`src/rtl/mem_access_ctrl.sv`:
```
// mem_access_ctrl: MEM-stage access sequencer for the 32-bit ARM pipeline.
// Each load or store becomes a fixed-latency transaction of WAIT_STATES
// ACCESS cycles. While a transaction is in flight, the pipeline is frozen
// through ready. Load data is latched into data_mem for the MEM/WB register.
// Optional feature macro: MEM_BOUNDS_CHECK_EN enables address range and
// alignment checking and the addr_err pulse.
//
// state  | meaning
// -------+-------------------------------------------------------------
// IDLE   | no transaction; a request latches address/data/op
// ACCESS | wait states counting down; the last cycle writes or captures
// DONE   | result valid, ready high, EX/MEM advances on the next edge
module mem_access_ctrl #(
   parameter int unsigned BASE_ADDR   = 1024,
   parameter int unsigned DEPTH       = 64,
   parameter int unsigned WAIT_STATES = 3,
   localparam int unsigned AW         = $clog2(DEPTH)
) (
   input  logic          clk,
   input  logic          rst,
   input  logic          MEM_R_EN,
   input  logic          MEM_W_EN,
   input  logic [31:0]   alu_res,
   input  logic [31:0]   rm_val,
   output logic          ready,
   output logic [AW-1:0] mem_addr,
   output logic [31:0]   mem_wdata,
   output logic          mem_we,
   input  logic [31:0]   mem_rdata,
   output logic [31:0]   data_mem,
   output logic          addr_err
);

   typedef enum logic [1:0] {
      ST_IDLE   = 2'd0,
      ST_ACCESS = 2'd1,
      ST_DONE   = 2'd2
   } state_t;

   localparam logic [3:0] CNT_INIT = 4'(WAIT_STATES - 1);

   state_t      state_q, state_d;
   logic [3:0]  cnt_q, cnt_d;
   logic [31:0] addr_q;
   logic [31:0] wdata_q;
   logic        load_q;
   logic        req;
   logic        latch_en;
   logic        last_access;
   logic        capture;
   logic        bad_addr;

   assign req = MEM_R_EN | MEM_W_EN;

   // The array sees only latched values, so they stay stable for the whole transaction.
   assign mem_addr  = AW'((addr_q - BASE_ADDR) >> 2);
   assign mem_wdata = wdata_q;

`ifdef MEM_BOUNDS_CHECK_EN
   localparam logic [32:0] ADDR_LIMIT = 33'(BASE_ADDR) + 33'(4 * DEPTH);

   // Address check on the latched address: below the base, past the array end, or misaligned.
   always_comb begin
      bad_addr = 1'b0;
      if ((addr_q < BASE_ADDR) || ({1'b0, addr_q} >= ADDR_LIMIT) || (addr_q[1:0] != 2'b00))
         bad_addr = 1'b1;
   end

   assign addr_err = (state_q == ST_DONE) && bad_addr;
`else
   // Without checking, out-of-range offsets wrap and misaligned addresses truncate.
   assign bad_addr = 1'b0;
   assign addr_err = 1'b0;
`endif

   // State, wait counter, request latch and load-result register.
   always_ff @(posedge clk or negedge rst) begin
      if (!rst) begin
         state_q  <= ST_IDLE;
         cnt_q    <= 4'd0;
         addr_q   <= 32'd0;
         wdata_q  <= 32'd0;
         load_q   <= 1'b0;
         data_mem <= 32'd0;
      end else begin
         state_q <= state_d;
         cnt_q   <= cnt_d;
         if (latch_en) begin
            addr_q  <= alu_res;
            wdata_q <= rm_val;
            load_q  <= MEM_R_EN;
         end
         if (capture)
            data_mem <= bad_addr ? 32'd0 : mem_rdata;
      end
   end

   // Next-state logic, counter update and strobes. mem_we is decoded from the state, so reset drops it at once.
   always_comb begin
      state_d     = state_q;
      cnt_d       = cnt_q;
      latch_en    = 1'b0;
      last_access = 1'b0;
      case (state_q)
         ST_IDLE: begin
            if (req) begin
               latch_en = 1'b1;
               cnt_d    = CNT_INIT;
               state_d  = ST_ACCESS;
            end
         end
         ST_ACCESS: begin
            if (cnt_q != 4'd0) begin
               cnt_d = cnt_q - 4'd1;
            end else begin
               last_access = 1'b1;
               state_d     = ST_DONE;
            end
         end
         ST_DONE: begin
            state_d = ST_IDLE;
         end
         default: begin
            state_d = ST_IDLE;
         end
      endcase
      ready   = ((state_q == ST_IDLE) && !req) || (state_q == ST_DONE);
      mem_we  = last_access && !load_q && !bad_addr;
      capture = last_access && load_q;
   end

endmodule

```
`config.mk`:
```
export PLATFORM = sky130hd
export DESIGN_NAME = mem_access_ctrl
export DESIGN_NICKNAME = d
export VERILOG_FILES = /design/src/rtl/mem_access_ctrl.sv
export SDC_FILE = /design/constraint.sdc
export NUM_CORES = 1
export LEC_CHECK = 0
export CAP_MARGIN = 25
export CORE_AREA = 2 2 76 107
export DETAILED_ROUTE_END_ITERATION = 16
export DIE_AREA = 0 0 78 109
export PLACE_DENSITY = 0.84
export SETUP_SLACK_MARGIN = 0.02
export SLEW_MARGIN = 40
export SYNTH_ARGS = -nofsm -noshare
export SYNTH_HDL_FRONTEND = slang
export SYNTH_SLANG_ARGS = --single-unit
```
`constraint.sdc`:
```
create_clock -name clk -period 4.3 [get_ports clk]
set_input_delay 1.075 -clock clk [delete_from_list [all_inputs] [get_ports clk]]
set_output_delay 1.075 -clock clk [all_outputs]
set_load 0.01 [all_outputs]
```
==> metrics.md <==
| Metric | Value |
|---|---|
| Outcome | complete, no violations |
| Yosys warnings | 0 |
| Top cells by count, synth | dfrtp_1, mux2_2, nor2_1 |
| Die height | 109 microns |
| Starting density of the core | 39.6% |
| Reg area | 1930 sq um |
| Largest net degree at the start of global routing | 78 |
| Final Cell Area | 4750 sq um |
| Grt total ovfl | 0 |
| Switch share | a little under a third |
| Mean number of vias per cell | between 4 and 5 |
| Die ar. | between 8000 and 9000 sq um |
| Placement Cell Area | 4550 sq um |
| Post-Syn Nets | roughly 290 |
| P_int | ~0.0024 W |
| Vias | 2080 |
| Final WL | 6680 microns |
| Layout cells sized above 1 | 25.9% |
| Async SR Flop Fraction | 100% |
| Ordered list of cells on the worst path | clkdlybuf4s50_1, nor2_1, nor2_1, nor2_1, clkdlybuf4s50_1 |
| Net Switching | 0.00105 W |
| Worst Tran Pin Value | 676 ps |
| Vias in the first global route | 2239 |
| Nets | 440 |
| Register share of total power | roughly 37% |
| CTS buffer count | 9 |
| Top post-synthesis cells by area | dfrtp_1, mux2_2, buf_6 |
| Critical path class | input pin to primary output |
| Ant diodes | 0 |
| Layout Cells excl Fill | 443 |
| Post-CTS Setup Bufs | 0 |
| Dpl cells | around 430 |
| Final Slew Violations | 0 |
| Root buf cell | clkbuf_8 |
| Final hold violation count | 0 |
| PwrDens | 729 nW/um^2 |
| Post-DR wirelength/cell | 15.1 microns |
| Clock power frac | 15.3% |
| Gp weighted congestion | 0.732 |
| CTS H-tree lvls | 3 |
| FF+latch count, synth | 77 |
| Final setup viols | 0 |
| Max stage delay on crit path | 540 ps |
| Hold Crit Class | flip-flop to flip-flop |
| Worst Path Buf+Inv | 2 |
| Avg Inst Size Synth | 15.9 sq um |
| Fillers | approximately 610 |
| Fin crit period | 3490 ps |
| RSZ-0062 raised after global routing | false |
| Initial drt markers | 52 |
| Area Overhead vs Synth | 57.7% |
| CTS resizes | 0 |
| CP Data Arrival Time | between 2000 and 2500 ps |
| Syn Inst Count | 189 |
| Synth cell types | 27 |
| Post-synth top area share | 64.0% |
| Crit-path max FO | 4 |
| Number of max-cap violations | 0 |
| Most frequent CP cell | nor2_1 |
| Crit. End Element | primary output |
| Delay-heaviest family, CP | buffers and inverters |
| CP Launch Type | input pin |
| P_leak | about 2 nW |
| Skew-Pair Late Insertion Delay | 340 ps |
| Slew margin rel. | 54.9% |
| Site row count | 38 |
| Post-DP HPWL | 4860 microns |
| First-pass GRT wire length | about 10000 microns |
| Sink Count | just under 80 |
| Total track usage | 15.5% |
| Initial antenna violation count | 0 |
| Max Freq | 287 MHz |
| I/O pin total | 173 |
| Post-synth EDFFs | 0 |
| Most numerous cell in the Yosys netlist | dfrtp_1 |
| Synthesized cell area | 3010 sq um |
| Router iterations before antenna repair | 4 |
| DRC Markers | 0 |
| Core ar. | roughly 7600 sq um |
| Area of the multi-input gates | approximately 1000 sq um |
| Crit-path slowest cell | clkdlybuf4s50_1 |
| Synth Flop Type | dfrtp_1 |
| CTS tree | yes |
| Seq/Total Area, Yosys | 64.0% |
| Setup TNS | 0 ps |
| Register clock-pin slew on the reported worst setup and hold paths | 80 ps |
| Critical Path RT | 3220 ps |
| Die X-Extent | around 78 microns |
| Tcrit/Tclk final | about four fifths |
| Comb power frac | 47.5% |
| Final ANT Viol Nets | 0 |
| Max Root-Sink Buffers | 2 |
| IO Port Bufs | 145 |
| Peak supply drop | ~0.37 mV |
| Largest area contributor in the netlist | dfrtp_1 |
| Final clock skew | 11.2 ps |
| Hold-fix buffers at CTS | 0 |
| Flop2flop setup slack | about 2300 ps |
-- metrics by stage --
stage / worst slack, ps / util (%) / hold slack [ps] / total power [W]
after global routing: 730 / 62.4 / 515 / 0.00367
final: 814 / 62.4 / 489 / 0.00346
after floorplan: 1770 / - / 489 / 0.00207
after detailed placement: 814 / 59.9 / 474 / 0.00297
after CTS: 810 / 62.4 / 492 / 0.00352
after global placement: 808 / 59.8 / 466 / 0.00290
-- area by class of cell --
type,count,share of cell area [%]
clock inverters,4,1.00
flip-flops and latches,77,40.6
multi-input cells,99,21.2
clock buffers,12,3.06
inverters,4,0.316
repair buffers,147,31.2
well taps,100,2.64
-- state kept, by name, indices dropped and copies added (netlist names) --
register / cells
addr_q: 6
cnt_q: 4
data_mem: 32
load_q: 1
mem_wdata: 32
state_q: 2
-- layer usage --
metal	part of all wire (%)	wire [microns]	GRT usage, %
met1	39	2620	16.9
met2	49	3290	26.6
met3	10	675	6.87
met4	1.3	87	5.89
met5	0	0	0
-- cells by family after synthesis --
group | Yosys count | synth area share [%]
AO/OA/AOI/OAI | 8 | 1.75
adder cells (fa/ha/maj) | 2 | 0.831
buffers and inverters | 13 | 2.70
flip-flops | 77 | 64.0
multiplexers | 72 | 26.9
other | 1 | 0.125
AND/OR/NAND/NOR | 16 | 3.66
-- final timing paths --
| path | startpoint | endpoint | depth (start not counted) |
|---|---|---|---|
| max reg2reg | cnt_q[0] | data_mem[26] | 6 |
| max | MEM_R_EN | ready | 5 |
| min in group asynchronous | rst | data_mem[4] | 1 |
| min | data_mem[2] | data_mem[2] | 1 |
| max in group asynchronous | rst | mem_wdata[19] | 1 |
| min reg2reg | data_mem[2] | data_mem[2] | 1 |
-- power groups by stage --
stage | Clock [W] | Sequential [W] | Combinational, W
floorplan | 0 | 0.00144 | 0.000629
global placement | 0 | 0.00128 | 0.00163
detailed placement | 0 | 0.00131 | 0.00167
CTS | 0.000550 | 0.00129 | 0.00167
global route | 0.000579 | 0.00134 | 0.00176
finish | 0.000531 | 0.00129 | 0.00164
-- cells in the final DEF (no fill, tap or decap), types with 2 or more instances in the layout --
cell type / netlist / final
a21oi_1: 2 / 2
clkbuf_1: 0 / 2
clkbuf_8: 0 / 10
clkdlybuf4s50_1: 0 / 144
clkinv_2: 0 / 2
dfrtp_1: 77 / 77
ha_1: 2 / 2
inv_1: 4 / 4
mux2_1: 2 / 2
mux2_2: 69 / 69
nand4b_1: 2 / 2
nor2_1: 5 / 5
o21ai_0: 2 / 2
No activity file was read; power rests on OpenSTA's default activity.
==> RTL change: new RTL, same settings <==
Reset style: synchronous (`rst`), changed in one clocked block.
--- a/src/rtl/mem_access_ctrl.sv
+++ b/src/rtl/mem_access_ctrl.sv
@@ -74,7 +74,7 @@
 `endif
 
    // State, wait counter, request latch and load-result register.
-   always_ff @(posedge clk or negedge rst) begin
+   always_ff @(posedge clk) begin
       if (!rst) begin
          state_q  <= ST_IDLE;
          cnt_q    <= 4'd0;
Formal check against the unedited RTL: differs if rst is asserted again (counterexample within 4 cycles, from zero or initial values and one cycle with rst low); with rst held inactive, the same outputs for 10 cycles.
==> RTL change against the original RTL <==
Area after synthesis grew 2.7%; maximum frequency fell by 0.54%; cell count grew 33%; wire length up 23%; sequential cell count is the same; final area shrank 1.2%; setup slack got worse by 0.019 ns; core utilization is 0.76 points lower; sequential share of layout area is 7.7 points lower.
Power is not compared: it rests on default switching activity, and its combinational part moved more than twofold at a synthesized area within 25%.
==> RTL change: results (changes against the original RTL) <==
- Run status: complete, no violations (unchanged)
- Worst hold stages: 2 (was 1)
- Global-route wire length before repair: 13.4 mm (was 10.1 mm)
- RD Place Congestion: 0.709 (was 0.732)
- Routed via count: 2986 (was 2080)
- Total GRT Usage: 19.6% (was 15.5%)
- Distinct cells, synth: 29 (was 27)
- Clock Skew: 0.00829 ns (was 0.0112 ns)
- DRT Wirelength: 8.19 mm (was 6.68 mm)
- Met2 Routed Length: 3.93 mm (was 3.29 mm)
- Iteration-0 DRC Markers: 67 (was 52)
- DP HPWL: 5.61 mm (was 4.86 mm)
- Worst hold slack: 0.457 ns (was 0.489 ns)
- Crit path max fanout: 3 (was 4)
- Reg2Reg Setup Slack: 2.36 ns (was 2.33 ns)
- Met1 wire length: 3.40 mm (was 2.62 mm)
- Hold_sp: data_mem[3] (was data_mem[2])
- Layout cells sized above 1: 4.91% (was 25.9%)
- Critical R2R Launch: state_q[0] (was cnt_q[0])
- WL/cell: 13.9 µm (was 15.1 µm)
- Worst slew pin tran: 0.623 ns (was 0.676 ns)
- Async set or reset register ratio after synthesis: 0% (was 100%)
- Largest net degree at the start of global routing: 42 (was 78)
- Hold path endpoint: data_mem[3] (was data_mem[2])
- Placed insts: 574 (was 427)
- Fillers: 659 (was 606)
- Syn avg cell area: 8.63 µm² (was 15.9 µm²)
[RTL change: cell types whose count changed in the layout (fill, tap and decap cells not counted), sizes merged, moves of 2 or more]
cell,before,now
a21oi,2,42
nor2,5,3
mux2i,1,32
nand4b,2,0
buf,3,6
nand3,0,41
or4,0,2
o21ai,2,42
mux2,71,0
nor4,2,0
nand2,1,64
dfxtp,0,77
dfrtp,77,0
[RTL change: per-layer routing]
layer	track usage, %	vias to the layer above
li1	-	1474
met1	22.9	1369
met2	33.6	132
met3	5.22	11
met4	9.02	0
met5	0	-
[RTL change: power by group]
| group | switching [mW] | total, mW | internal, mW |
|---|---|---|---|
| logic | 0.173 | 0.365 | 0.192 |
| clock network | 0.235 | 0.456 | 0.221 |
| registers | 0.0302 | 0.792 | 0.762 |
| total | 0.439 | 1.61 | 1.17 |
[RTL change: worst max-delay path by stage]
stage	slack (ns)	start	cells past startpoint	to
6_report	0.79	MEM_R_EN	4	ready
5_1_grt	0.76	MEM_R_EN	4	ready
4_1_cts	0.80	MEM_R_EN	4	ready
3_5_place_dp	0.80	MEM_R_EN	4	ready
3_3_place_gp	0.83	MEM_R_EN	4	ready
2_1_floorplan	1.57	MEM_R_EN	3	ready
[RTL change: layout make-up]
type,count,share of cell area [%]
Clock buffer,13,3.18
Clock inverter,2,0.214
Inverter,5,0.400
Multi-Input combinational cell,242,29.0
Sequential cell,77,32.9
Tap cell,100,2.67
Timing Repair Buffer,150,31.7
[RTL change: through the flow]
step / util, % / worst slack [ns]
2_1_floorplan: - / 1.57
3_3_place_gp: 59.4 / 0.832
3_5_place_dp: 59.5 / 0.796
4_1_cts: 61.6 / 0.798
5_1_grt: 61.6 / 0.758
6_report: 61.6 / 0.795
[RTL change: worst min-delay path, cell delays in order (launching register included)]
cell	delay, ns
dfxtp_1	0.31
nand2_1	0.05
mux2i_1	0.05
[RTL change: cell families after synthesis]
| logic type | after synthesis | share of synthesized area [%] |
|---|---|---|
| flip-flops | 77 | 49.9 |
| AO/OA/AOI/OAI | 89 | 15.1 |
| multiplexers | 32 | 10.4 |
| buffers and inverters | 39 | 6.48 |
| adder cells (fa/ha/maj) | 2 | 0.810 |
| other | 1 | 0.121 |
| AND/OR/NAND/NOR | 118 | 17.2 |
